[src/rtl/video_timing_pkg.sv]
// rtl/video_timing_pkg.sv - shared timing types, helpers and arcade defaults
package video_timing_pkg;

   typedef struct packed {
      int act;
      int fp;
      int sync;
      int bp;
   } timing_t;

   function automatic int tot(input timing_t t);
      return t.act + t.fp + t.sync + t.bp;
   endfunction

   function automatic int sync_start(input timing_t t);
      return t.act + t.fp;
   endfunction

   localparam timing_t ARCADE_H = '{act: 288, fp: 24, sync: 32, bp: 40};
   localparam timing_t ARCADE_V = '{act: 224, fp: 3,  sync: 7,  bp: 29};

endpackage

[src/rtl/video_axis_counter.sv]
// rtl/video_axis_counter.sv - one timing axis: counter, wrap flag, blank and sync decode
module video_axis_counter
   import video_timing_pkg::*;
#(
   parameter int   PW   = 9,
   parameter int   ACT  = 288,
   parameter int   FP   = 24,
   parameter int   SYNC = 32,
   parameter int   BP   = 40,
   parameter logic POL  = 1'b0
) (
   input  logic          clk,
   input  logic          rst_n,
   input  logic          i_adv,
   input  logic          i_wrap_in,
   output logic [PW-1:0] o_count,
   output logic          o_wrap,
   output logic          o_blank,
   output logic          o_sync
);

   localparam timing_t T   = '{act: ACT, fp: FP, sync: SYNC, bp: BP};
   localparam int      TOT = tot(T);
   localparam int      SS  = sync_start(T);
   localparam int      PW1 = PW + 1;

   // One extra bit so SS+SYNC == 2^PW still compares correctly
   localparam logic [PW:0] L_LAST = PW1'(TOT - 1);
   localparam logic [PW:0] L_ACT  = PW1'(ACT);
   localparam logic [PW:0] L_SS   = PW1'(SS);
   localparam logic [PW:0] L_SE   = PW1'(SS + SYNC);

   if (TOT > (1 << PW)) begin : g_tot_check
      $error("video_axis_counter: total count exceeds 2^PW");
   end

   logic [PW-1:0] r_count;
   logic [PW:0]   w_cnt_x;

   assign w_cnt_x = {1'b0, r_count};
   assign o_count = r_count;
   assign o_wrap  = (w_cnt_x == L_LAST);
   assign o_blank = (w_cnt_x >= L_ACT);
   assign o_sync  = (w_cnt_x >= L_SS && w_cnt_x < L_SE) ? POL : ~POL;

   always_ff @(posedge clk or negedge rst_n) begin
      if (!rst_n)
         r_count <= '0;
      else if (i_adv && i_wrap_in)
         r_count <= o_wrap ? '0 : r_count + 1'b1;
   end

endmodule

[src/rtl/video_timing_gen.sv]
// rtl/video_timing_gen.sv - CE-gated HV timing generator with flip and blanked RGB
module video_timing_gen
   import video_timing_pkg::*;
#(
   parameter int   PW     = 9,
   parameter int   CW     = 12,
   parameter int   H_ACT  = ARCADE_H.act,
   parameter int   H_FP   = ARCADE_H.fp,
   parameter int   H_SYNC = ARCADE_H.sync,
   parameter int   H_BP   = ARCADE_H.bp,
   parameter int   V_ACT  = ARCADE_V.act,
   parameter int   V_FP   = ARCADE_V.fp,
   parameter int   V_SYNC = ARCADE_V.sync,
   parameter int   V_BP   = ARCADE_V.bp,
   parameter logic HS_POL = 1'b0,
   parameter logic VS_POL = 1'b0
) (
   input  logic          MCLK,
   input  logic          RESET_N,
   input  logic          CE,
   input  logic          FLIP,
   input  logic [CW-1:0] iRGB,
   output logic [PW-1:0] HPOS,
   output logic [PW-1:0] VPOS,
   output logic [CW-1:0] oRGB,
   output logic          HBLK,
   output logic          VBLK,
   output logic          HSYN,
   output logic          VSYN,
   output logic          DE,
   output logic          LSTRT,
   output logic          FSTRT,
   output logic [7:0]    FCNT
);

   localparam logic [PW-1:0] L_HMIR = PW'(H_ACT - 1);
   localparam logic [PW-1:0] L_VMIR = PW'(V_ACT - 1);

   logic [PW-1:0] w_hc, w_vc;
   logic          w_hwrap, w_vwrap, w_hblank, w_vblank, w_hsync, w_vsync;

   video_axis_counter #(
      .PW(PW), .ACT(H_ACT), .FP(H_FP), .SYNC(H_SYNC), .BP(H_BP), .POL(HS_POL)
   ) u_h (
      .clk(MCLK), .rst_n(RESET_N), .i_adv(CE), .i_wrap_in(1'b1),
      .o_count(w_hc), .o_wrap(w_hwrap), .o_blank(w_hblank), .o_sync(w_hsync)
   );

   video_axis_counter #(
      .PW(PW), .ACT(V_ACT), .FP(V_FP), .SYNC(V_SYNC), .BP(V_BP), .POL(VS_POL)
   ) u_v (
      .clk(MCLK), .rst_n(RESET_N), .i_adv(CE), .i_wrap_in(w_hwrap),
      .o_count(w_vc), .o_wrap(w_vwrap), .o_blank(w_vblank), .o_sync(w_vsync)
   );

   // Mirroring applies to the active area only; blanking positions pass through
   assign HPOS = (FLIP && !w_hblank) ? (L_HMIR - w_hc) : w_hc;
   assign VPOS = (FLIP && !w_vblank) ? (L_VMIR - w_vc) : w_vc;

   logic          r_hblk, r_vblk, r_hsyn, r_vsyn, r_lstrt, r_fstrt;
   logic [CW-1:0] r_rgb;
   logic [7:0]    r_fcnt;

   always_ff @(posedge MCLK or negedge RESET_N) begin
      if (!RESET_N) begin
         r_hblk  <= 1'b1;
         r_vblk  <= 1'b1;
         r_hsyn  <= ~HS_POL;
         r_vsyn  <= ~VS_POL;
         r_rgb   <= '0;
         r_lstrt <= 1'b0;
         r_fstrt <= 1'b0;
         r_fcnt  <= 8'd0;
      end else if (CE) begin
         r_hblk  <= w_hblank;
         r_vblk  <= w_vblank;
         r_hsyn  <= w_hsync;
         r_vsyn  <= w_vsync;
         r_rgb   <= (w_hblank | w_vblank) ? '0 : iRGB;
         r_lstrt <= w_hwrap;
         r_fstrt <= w_hwrap & w_vwrap;
         if (w_hwrap & w_vwrap)
            r_fcnt <= r_fcnt + 8'd1;
      end else begin
         r_lstrt <= 1'b0;
         r_fstrt <= 1'b0;
      end
   end

   assign HBLK  = r_hblk;
   assign VBLK  = r_vblk;
   assign HSYN  = r_hsyn;
   assign VSYN  = r_vsyn;
   assign DE    = ~(r_hblk | r_vblk);
   assign oRGB  = r_rgb;
   assign LSTRT = r_lstrt;
   assign FSTRT = r_fstrt;
   assign FCNT  = r_fcnt;

endmodule

[config.mk]
export PLATFORM = sky130hd
export DESIGN_NAME = video_timing_gen
export DESIGN_NICKNAME = d
export VERILOG_FILES = /design/src/rtl/video_timing_pkg.sv /design/src/rtl/video_axis_counter.sv /design/src/rtl/video_timing_gen.sv
export SDC_FILE = /design/constraint.sdc
export NUM_CORES = 1
export LEC_CHECK = 0
export CORE_MARGIN = 5
export CORE_UTILIZATION = 44
export DETAILED_ROUTE_END_ITERATION = 6
export PLACE_DENSITY = 0.81
export RECOVER_POWER = 25
export REMOVE_ABC_BUFFERS = 1
export SYNTH_ARGS = -nofsm -noshare
export SYNTH_HDL_FRONTEND = slang
export SYNTH_SLANG_ARGS = --single-unit
export TNS_END_PERCENT = 1
[constraint.sdc]
create_clock -name MCLK -period 2.2 [get_ports MCLK]
set_clock_uncertainty 0.15 [all_clocks]
set_input_delay 0.44 -clock MCLK [delete_from_list [all_inputs] [get_ports MCLK]]
set_output_delay 0.44 -clock MCLK [all_outputs]
set_load 0.01 [all_outputs]
======== Word level (Yosys, flattened, before mapping) ========
Index checks and enable logic that the tools add are counted.
operators by class
  add/sub/neg operators ................... 5
  magnitude comparators ................... 6
  eq/ne operators ......................... 2
  mux-type cells .......................... 9
  bitwise operators ....................... 4
  reductions and logical operators ........ 8
operators with widths
  kind                 count
  $mux 9               4
  $add 9x1->9 const B  2
  $eq 9x9->1 const B   2
  $ge 9x8->1 const B   2
  $ge 9x9->1 const B   2
  $mux 12              1
  $lt 9x8->1 const B   1
  $lt 9x9->1 const B   1
  $sub 8x9->9 const A  1
  $sub 9x9->9 const A  1
  $add 8x1->8 const B  1
  $logic_and 1x1->1    5
  $mux 1               4
  $logic_not 1->1      2
  $or 1x1->1           2
  $reduce_and 2->1     1
  $and 1x1->1          1
  $not 1->1            1
storage, ports and cells
  register bits after elaboration ......... 44
  bits of input ports ..................... 16
  word-level logic and storage cells ...... 44

======== Longest topological paths before layout ========
Gate-level depths: netlist (run 1).
  depth in word-level cells ............... 4
  gate-level depth with buffers ........... 8
  gate-level depth less buffers ........... 6

======== By module ========
From an unflattened synthesis (run 1), not the netlist that was laid out.
unflattened totals
  cells, all modules ...................... 235
  area, all modules ....................... 2384.8 um2
modules (own cells, without submodules)
  module                    times used  cells an instance  area an instance (um2)  seq. area each (um2)
  video_timing_gen          1           124                1332.5                  655.6
  video_axis_counter (u_v)  1           55                 539.3                   225.2
  video_axis_counter (u_h)  1           56                 513.0                   225.2

======== Least setup slack after synthesis (run 1) ========
Ideal clock, no wire load.
  path kind ............................... reg-to-output
  start point ............................. reg u_h.r_count[6] (netlist: u_h.o_count[6])
  end point ............................... out HPOS[8]
  data arrival time ....................... 1643 ps
  data required time ...................... 1610 ps
  path slack .............................. -33 ps
  cell stages (with the launch flop) ...... 8
  cell sequence ........................... dfrtp_1 > inv_1 > ha_1 > nor2b_1 > o221a_2 > buf_2 > nand4_1 > xnor2_1
between the ends
  longest elaborated chain between the ends .. 4
  elaborated cells on any way between the ends .. 5
  those cells by class .................... add/sub: 1; order compare: 1; mux: 1; reduce/logical: 2
ends and longest elaborated chain
  item                      line                      text
  start: declaration        video_axis_counter.sv:37  logic [PW-1:0] r_count;
  start signal: assignment  video_axis_counter.sv:50  r_count <= o_wrap ? '0 : r_count + 1'b1;
  $ge 9x9->1                video_axis_counter.sv:43  assign o_blank = (w_cnt_x >= L_ACT);
  $logic_not 1->1           video_timing_gen.sv:57    assign HPOS = (FLIP && !w_hblank) ? (L_HMIR - w_hc) : w_hc;
  $logic_and 1x1->1         video_timing_gen.sv:57
  $mux 9 *                  video_timing_gen.sv:57
  end: declaration          video_timing_gen.sv:23    output logic [PW-1:0] HPOS,
Mark *: on every way between the ends. The rest lies on a longest branch, timed or not.

======== Worst setup path in the final report (run 1) ========
  start point ............................. reg u_h.r_count[6] (netlist: u_h.o_count[6])
  end point ............................... out HPOS[7]
Same word-level chain as after synthesis.

==> results.cfg, run 1 <==
[die]
start_util_pct = 44.5
die_x_um = 83.9
die_h_um = 83.9
core-area_um2 = 5410
ios = 61
die-area_um2 = 7040
num_rows = 27

[critical_path]
path_delay_family = flip-flops
crit_fanout = 4
path_cells = inv_2 -> ha_4 -> nand3b_1 -> o221a_4 -> nor2b_4 -> xnor2_1 -> buf_2
end_kind = output pin
worstPathArrival_ps = 1770
worstSetupPathType = register to output pin
path_buf_inv = 2
max_stage_delay_ps = 400
worst_path_max_delay_cell = dfrtp_1
crit_required_ps = 1610
critPathLaunchType = register

[pwr]
power.leakage_uw = 0.00160
vdd_drop_max_v = 0.000357
p_per_area_nw_per_um2 = 722

[synthesis]
yosys_warnings = 0
ys_top_cells_by_area = dfrtp_1, ha_1, xnor2_1
async_reset_ff_share_pct = 100
ys_types = 44
synth_area_um2 = 2400
ys_seq_area_share_pct = 46.0
synth_edf_count = 0
post-synth-top-count-cell = dfrtp_1
synth_top_cell_by_area = dfrtp_1
yosysTopAreaCellShare_pct = 41.6
ys.flop_type = dfrtp_1
ys_ff_latch = 44
synthTopCellsByCount = dfrtp_1, xnor2_1
syn_area_per_cell_um2 = 10.6
synthCells = 226

[min_path]
worstHoldPathType = input pin to asynchronous set/reset pin

[routing]
firstDrtPassIters = 4
routed_via_density = 5.16
wl_per_cell_um = 14.9
drtAntennaViolNets = 0
vias = 2012
wirelength_mm = 5.80
drt_iter0_markers = 107
route.detailed.drc = 0

[placement]
dp_hpwl_mm = 4.34
portBuffers = 60
place_ws_ps = -459
gp_congestion = 0.772

[clocking]
hold_buffers = 0
h-tree-depth = 2
cts_sinks = 44
path_clk_slew_ps = 80
clock_latency_ps = 290
clk_path_buf_depth = 2
cts_tree = done
cts_root_buf = clkbuf_8
cts_buffers = 5

[layout]
nFillCells = 460
finalNetCount = 346
drive_gt1_share_pct = 29.6
antenna_cells = 0
area_growth_pct = 42.6

[grt]
grt_pass1_vias = 2109
overflow = 0
antenna_found_initial = 0
grt.total_usage_pct = 17.4
grt_pass1_wl_mm = 9.98
grt_max_degree = 45

[timing]
setup-tns-final_ps = -1200
fin_crit_sh_pct = 107
rsz0062_at_grt = yes
setup_violations = 9
slew_headroom_pct = 26.0
fin_ws_ps = -160
worst_slew_pin_slew_ps = 1110
finalHoldViolCount = 0
slew_violations = 0
clock.fmax_ghz = 0.424
fin_crit_ps = 2360

[run_status]
status = finished, violations left
failed_checks = negative setup slack

[run]
max_cap_viol_count = 0
-- worst paths after layout --
check	start	end	slack (ps)	depth (start not counted)
setup / recovery	u_h.o_count[6]	HPOS[7]	-160	7
hold / removal	RESET_N	u_h.o_count[7]	290	2
setup reg to reg	u_h.o_count[7]	FCNT[1]	120	5
hold reg to reg	FCNT[7]	FCNT[7]	320	1
max in group asynchronous	RESET_N	oRGB[1]	930	2
min in group MCLK	FCNT[7]	FCNT[7]	320	1
-- stage by stage --
stage	hold WS (ps)	std cells	area, um^2	utilization (%)	power (uW)
global route	356	390	3430	63.4	2650
global placement	308	380	3290	60.9	1990
finish	290	390	3430	63.4	2480
floorplan	-5.59	210	2310	-	1450
detailed placement	311	380	3290	60.9	2020
CTS	91.0	389	3400	62.8	2490
-- registers in the layout, indices dropped and copies added, names as in the netlist --
register     count
VSYN             1
LSTRT            1
HBLK             1
u_v.o_count      9
u_h.o_count      9
oRGB            12
HSYN             1
FSTRT            1
VBLK             1
FCNT             8
-- layer usage --
layer,wire length [um],global-route usage [%],up-vias
li1,-,-,972
met1,2510,21.8,972
met2,2890,28.9,58
met3,330,4.94,10
met4,67,5.70,0
met5,0,0,-
-- placed cells by master, fill, tap and decap left out, types with 5 or more instances in the layout --
master / instances
clkdlybuf4s50_1: 43
dfrtp_1: 40
buf_4: 38
buf_2: 15
xor2_1: 13
xnor2_1: 13
a22o_1: 13
inv_1: 12
nor2_1: 12
nand2_1: 11
nand3_1: 11
o21ai_0: 10
ha_1: 9
nor3_1: 7
nand4_1: 6
a21oi_1: 5
clkbuf_8: 5
-- area by class of cell --
cell class / count / area, um^2 / area share (%)
clock buffers: 5 / 68.8 / 2.01
clock inverters: 2 / 12.5 / 0.365
inverters: 14 / 52.6 / 1.53
multi-input cells: 152 / 1260 / 36.6
flip-flops and latches: 44 / 1110 / 32.3
well taps: 72 / 90.1 / 2.63
repair buffers: 101 / 843 / 24.6
-- power breakdown --
| group | internal [uW] | switching, uW |
|---|---|---|
| Sequential | 923 | 71.0 |
| Clock | 215 | 262 |
| Combinational | 514 | 493 |
-- repair_timing --
item                       in CTS  in global routing
resized for setup              78                  7
pin swaps                       3                  6
setup endpoints to repair      16                 16
gates cloned                    0                  0
buffers inserted                2                  1
-- kinds of logic (layout without fill, tap and decap cells) --
group / count (synthesis) / in the layout / synth area share (%)
AOI/OAI and AO/OA: 40 / 40 / 11.6
buffers and inverters: 30 / 122 / 6.19
xor gates and xnor gates: 30 / 30 / 10.9
muxes: 3 / 3 / 1.30
adders and majority gates: 12 / 12 / 6.24
DFF: 44 / 44 / 46.0
and+or+nand+nor: 67 / 67 / 17.8
No activity file was read; power rests on OpenSTA's default activity.
==> run 2: changes to the inputs <==
==> constraint.sdc (replaced) <==
create_clock -name MCLK -period 2.2 [get_ports MCLK]
set_clock_uncertainty 0.15 [all_clocks]
set_input_delay 0.33 -clock MCLK [delete_from_list [all_inputs] [get_ports MCLK]]
set_output_delay 0.33 -clock MCLK [all_outputs]
set_load 0.01 [all_outputs]
==> run 2 against run 1 <==
Net effect: the run still ends with negative setup slack left; hold slack improved by 30 ps; maximum frequency increased by 3.3%; global-route usage is 0.39 points lower; via count is 1.2% lower; non-clock buffer count decreased by 2; flip-flop and latch count is the same; critical path type unchanged; largest cell class unchanged; highest routed layer unchanged.
==> results.cfg, run 2 (synthesized netlist as in run 1, its figures left out) <==
[timing]
setup_violations = 8
finalHoldViolCount = 0
clock.fmax_ghz = 0.438
worst_slew_pin_slew_ps = 666
slew_headroom_pct = 55.6
fin_crit_sh_pct = 104
fin_crit_ps = 2280
setup-tns-final_ps = -392
rsz0062_at_grt = yes
slew_violations = 0
fin_ws_ps = -84.1

[placement]
placed_cells = 376
gp_congestion = 0.847
placed_area_um2 = 3270
dp_hpwl_mm = 4.32
portBuffers = 60

[grt]
grt_pass1_wl_mm = 9.71
grt_use_met1_pct = 21.8
antenna_found_initial = 0
grt_util_met2_pct = 27.8
globalRouteMet3Util_pct = 4.74
top_usage_layer = met2
grt_pass1_vias = 1956
grt.total_usage_pct = 17.0
overflow = 0
grt_max_degree = 27

[routing]
drtAntennaViolNets = 0
firstDrtPassIters = 4
routed_via_density = 5.11
vias = 1988
drt_iter0_markers = 90
wirelength_mm = 5.86
wl_per_cell_um = 15.1
route.detailed.drc = 0

[die]
start_util_pct = 44.5
die_h_um = 83.9
core-area_um2 = 5410
die-area_um2 = 7040
ios = 61
num_rows = 27
die_x_um = 83.9

[run_status]
status = finished, violations left
failed_checks = negative setup slack

[clocking]
cts_tree = done
cts_buffers = 5
cts_root_buf = clkbuf_8
cts_sinks = 44
clk_path_buf_depth = 2
h-tree-depth = 2
path_clk_slew_ps = 90
clock_latency_ps = 300

[pwr]
power.leakage_uw = 0.00157
vdd_drop_max_v = 0.000326
p_per_area_nw_per_um2 = 740
power.total_uw = 2500

[layout]
fin_area_um2 = 3380
finalNetCount = 344
regArea_um2 = 1110
drive_gt1_share_pct = 26.8
largest_reg_flops = 12
mostFrequentLayoutCell = clkdlybuf4s50_1
antenna_cells = 0
multi_input_area_um2 = 1210
final_cell_mix = clkdlybuf4s50_1, dfrtp_1, buf_4, xnor2_1
nFillCells = 467
area_growth_pct = 40.6
final_cells = 389

[critical_path]
crit_required_ps = 1720
worstSetupPathType = register to output pin
end_kind = output pin
path_buf_inv = 2
path_delay_family = simple AND/OR/NAND/NOR gates
path_cells = or3b_1 -> o221a_4 -> buf_12 -> xnor2_1 -> buf_2
critPathLaunchType = register
worstPathArrival_ps = 1800
max_stage_delay_ps = 400
worst_path_max_delay_cell = or3b_1
crit_fanout = 5

[min_path]
worstHoldPathType = register to register

[run]
max_cap_viol_count = 0
## run 2: changes by cell type in the layout (fill, tap and decap cells not counted), sizes merged
cell / previous run / this run
dlygate4sd3: 0 / 1
clkbuf: 7 / 11
clkdlybuf4s15: 1 / 2
dlygate4sd2: 0 / 1
buf: 55 / 47
## run 2: final timing paths
kind	startpoint	end	slack (ps)	depth (start not counted)
worst max-delay path	u_h.o_count[4]	HPOS[0]	-80	5
worst min-delay path	FCNT[7]	FCNT[7]	320	1
worst max register to register	u_h.o_count[5]	FCNT[1]	110	6
worst min register to register	FCNT[7]	FCNT[7]	320	1
max in group asynchronous	RESET_N	VBLK	520	3
min in group asynchronous	RESET_N	u_h.o_count[8]	450	2
## run 2: layout make-up
| type | count | share of cell area, % |
|---|---|---|
| clock buffer | 6 | 2.15 |
| clock inverter | 2 | 0.370 |
| inverter | 14 | 1.55 |
| multi-input combinational | 152 | 35.8 |
| sequential | 44 | 32.7 |
| tap | 72 | 2.66 |
| timing repair buffer | 99 | 24.8 |
## run 2: through the flow
step	hold WS, ps	setup slack [ps]	util [%]
detailed placement	236	-289	60.6
finish	320	-84.1	62.5
floorplan	-116	86.5	-
global route	338	-162	62.5
global placement	231	-213	60.6
CTS	326	-65.7	62.6
## run 2: what timing repair did
item	4_1_cts	5_1_grt
resized for setup	67	5
hold endpoints to repair	22	0
setup buffers	1	3
pin swaps	4	1
setup endpoints to repair	16	11
cloned	0	0
hold buffers	1	0
## run 2: metal layers
layer	wire (um)	part of all wire, %
met1	2550	44
met2	2890	49
met3	331	5.6
met4	92	1.6
met5	0	0
## run 2: where the power goes
part | total, uW | switching (uW) | internal, uW
sequential | 990 | 67.8 | 922
clock | 500 | 278 | 222
combinational | 1010 | 502 | 510
## run 2: worst register-to-register path, delay by kind of cell (launching register included)
kind,cells,cell delay (ps)
and+or+nand+nor,3,840
DFF,1,370
muxes,1,330
buffers and inverters,2,280
==> run 3: changes to the inputs <==
--- a/config.mk
+++ b/config.mk
@@ -10,7 +10,6 @@
 export DETAILED_ROUTE_END_ITERATION = 6
 export PLACE_DENSITY = 0.81
 export RECOVER_POWER = 25
-export REMOVE_ABC_BUFFERS = 1
 export SYNTH_ARGS = -nofsm -noshare
 export SYNTH_HDL_FRONTEND = slang
 export SYNTH_SLANG_ARGS = --single-unit
==> constraint.sdc (replaced) <==
create_clock -name MCLK -period 2.2 [get_ports MCLK]
set_clock_uncertainty 0.15 [all_clocks]
set_input_delay 0.33 -clock MCLK [delete_from_list [all_inputs] [get_ports MCLK]]
set_output_delay 0.33 -clock MCLK [all_outputs]
set_load 0.05 [all_outputs]
==> run 3 against run 2 <==
Net effect: the run still ends with negative setup slack left; maximum frequency shrank 4.5%; utilization grew 7.9 points; cell area is 13% higher; first-iteration DRC count decreased by 5.6%; register-to-register slack worse by 50 ps; hold slack gained 31 ps; sequential share of layout area down 3.7 points; total power up 37%; critical path depth is 2 higher; largest cell class unchanged.
==> results.cfg, run 3 (synthesized netlist as in run 1, its figures left out) <==
[routing]
drt_iter0_markers = 85
top_layer = met4
wl_met2_mm = 3.10
routed_via_density = 5.19
firstDrtPassIters = 4
wl_per_cell_um = 15.8
wirelength_mm = 6.11
wl_met1_mm = 2.65
vias = 2002
dr_wl_met3_um = 300
route.detailed.drc = 0
drtAntennaViolNets = 0

[die]
die_x_um = 83.9
ios = 61
start_util_pct = 44.5
die-area_um2 = 7040
die_h_um = 83.9
core-area_um2 = 5410
num_rows = 27

[layout]
largest_reg_flops = 12
final_cell_mix = dfrtp_1, clkdlybuf4s50_1, buf_4, buf_12, a22o_1
area_growth_pct = 58.3
nFillCells = 382
fin_area_um2 = 3810
antenna_cells = 0
finalNetCount = 341
final_core_util_pct = 70.4
drive_gt1_share_pct = 33.4

[critical_path]
crit_required_ps = 1720
worstPathArrival_ps = 1910
crit_fanout = 4
critPathLaunchType = register
cp-startpoint = u_h.o_count[6]
worstSetupPathType = register to output pin
reg2reg_from = u_h.o_count[1]
end_kind = output pin

[grt]
grt_pass1_vias = 2175
grt_max_degree = 25
grt.total_usage_pct = 18.3
overflow = 0
antenna_found_initial = 0
grt_pass1_wl_mm = 10.7

[run_status]
status = finished, violations left
failed_checks = negative setup slack

[timing]
fin_crit_sh_pct = 109
clock.fmax_ghz = 0.418
fin_ws_ps = -191
rsz0062_at_grt = yes
fin_crit_ps = 2390
slew_headroom_pct = 15.0
setup_violations = 8
slew_violations = 0
finalHoldViolCount = 0
worst_slew_pin_slew_ps = 1270

[min_path]
hold_start = FCNT[7]
worstHoldPathType = register to register

[synthesis]
synth_fp_nets = 254

[pwr]
power.total_uw = 3420
p_per_area_nw_per_um2 = 898
power.leakage_uw = 0.00172
vdd_drop_max_v = 0.000628

[clocking]
h-tree-depth = 2
cts_root_buf = clkbuf_8
cts_sinks = 44
cts_buffers = 5
cts_tree = done
clk_path_buf_depth = 2
path_clk_slew_ps = 80
clock_latency_ps = 290

[run]
max_cap_viol_count = 0

[placement]
place_ws_ps = -94.7
dp_hpwl_mm = 4.53
portBuffers = 60
placed_area_um2 = 3460
gp_congestion = 0.882
run 3: cell count changes in the layout (fill, tap and decap cells not counted), moves of 4 or more:
cell	before	now
xor2_1	13	9
xnor2_1	16	8
buf_2	11	0
buf_12	1	16
xnor2_4	0	5
run 3: path summary, 6_finish.rpt:
check	to	slack (ps)	cells after the start
worst max-delay path	HPOS[1]	-190	7
worst min-delay path	FCNT[7]	350	1
worst max register to register	FCNT[5]	60	7
worst min register to register	FCNT[7]	350	1
max in group asynchronous	VSYN	310	3
min in group asynchronous	u_h.o_count[5]	690	2
run 3: critical path, cell delays in order (launching register included):
cell	delay, ps
dfrtp_1	400
inv_2	110
ha_2	190
nand3b_1	120
o221a_4	280
buf_4	190
xnor2_4	180
buf_12	160
run 3: metal layers:
| layer | vias up | global-route usage, % |
|---|---|---|
| li1 | 950 | - |
| met1 | 988 | 23.5 |
| met2 | 59 | 31.6 |
| met3 | 5 | 4.44 |
| met4 | 0 | 3.22 |
| met5 | - | 0 |
run 3: power breakdown:
part / total, uW / switching, uW / internal (uW)
registers: 1010 / 91.0 / 923
clock network: 615 / 279 / 336
logic: 1790 / 994 / 794
run 3: repair_timing:
item                                   in CTS  in global routing
resized for setup                          18                 16
setup buffers                               4                  0
endpoints found under the hold margin      19                  0
pin swaps                                   4                  3
hold buffers                                1                  0
setup endpoints to repair                  28                 31
run 3: final cells by class:
type	instances	area, um^2	share of cell area (%)
clock inverters	3	42.5	1.12
multi-input cells	152	1420	37.4
clock buffers	5	68.8	1.81
well taps	72	90.1	2.37
inverters	14	52.6	1.38
flip-flops and latches	44	1110	29.1
repair buffers	96	1020	26.9
run 3: stage by stage:
step                      std cells  TNS, ps  hold WS [ps]
after global placement          373     -153           190
after floorplan                 226    -2680          -116
after CTS                       386    -1520           352
after global routing            386    -2060           372
after detailed placement        373     -886           193
final                           386    -1360           351
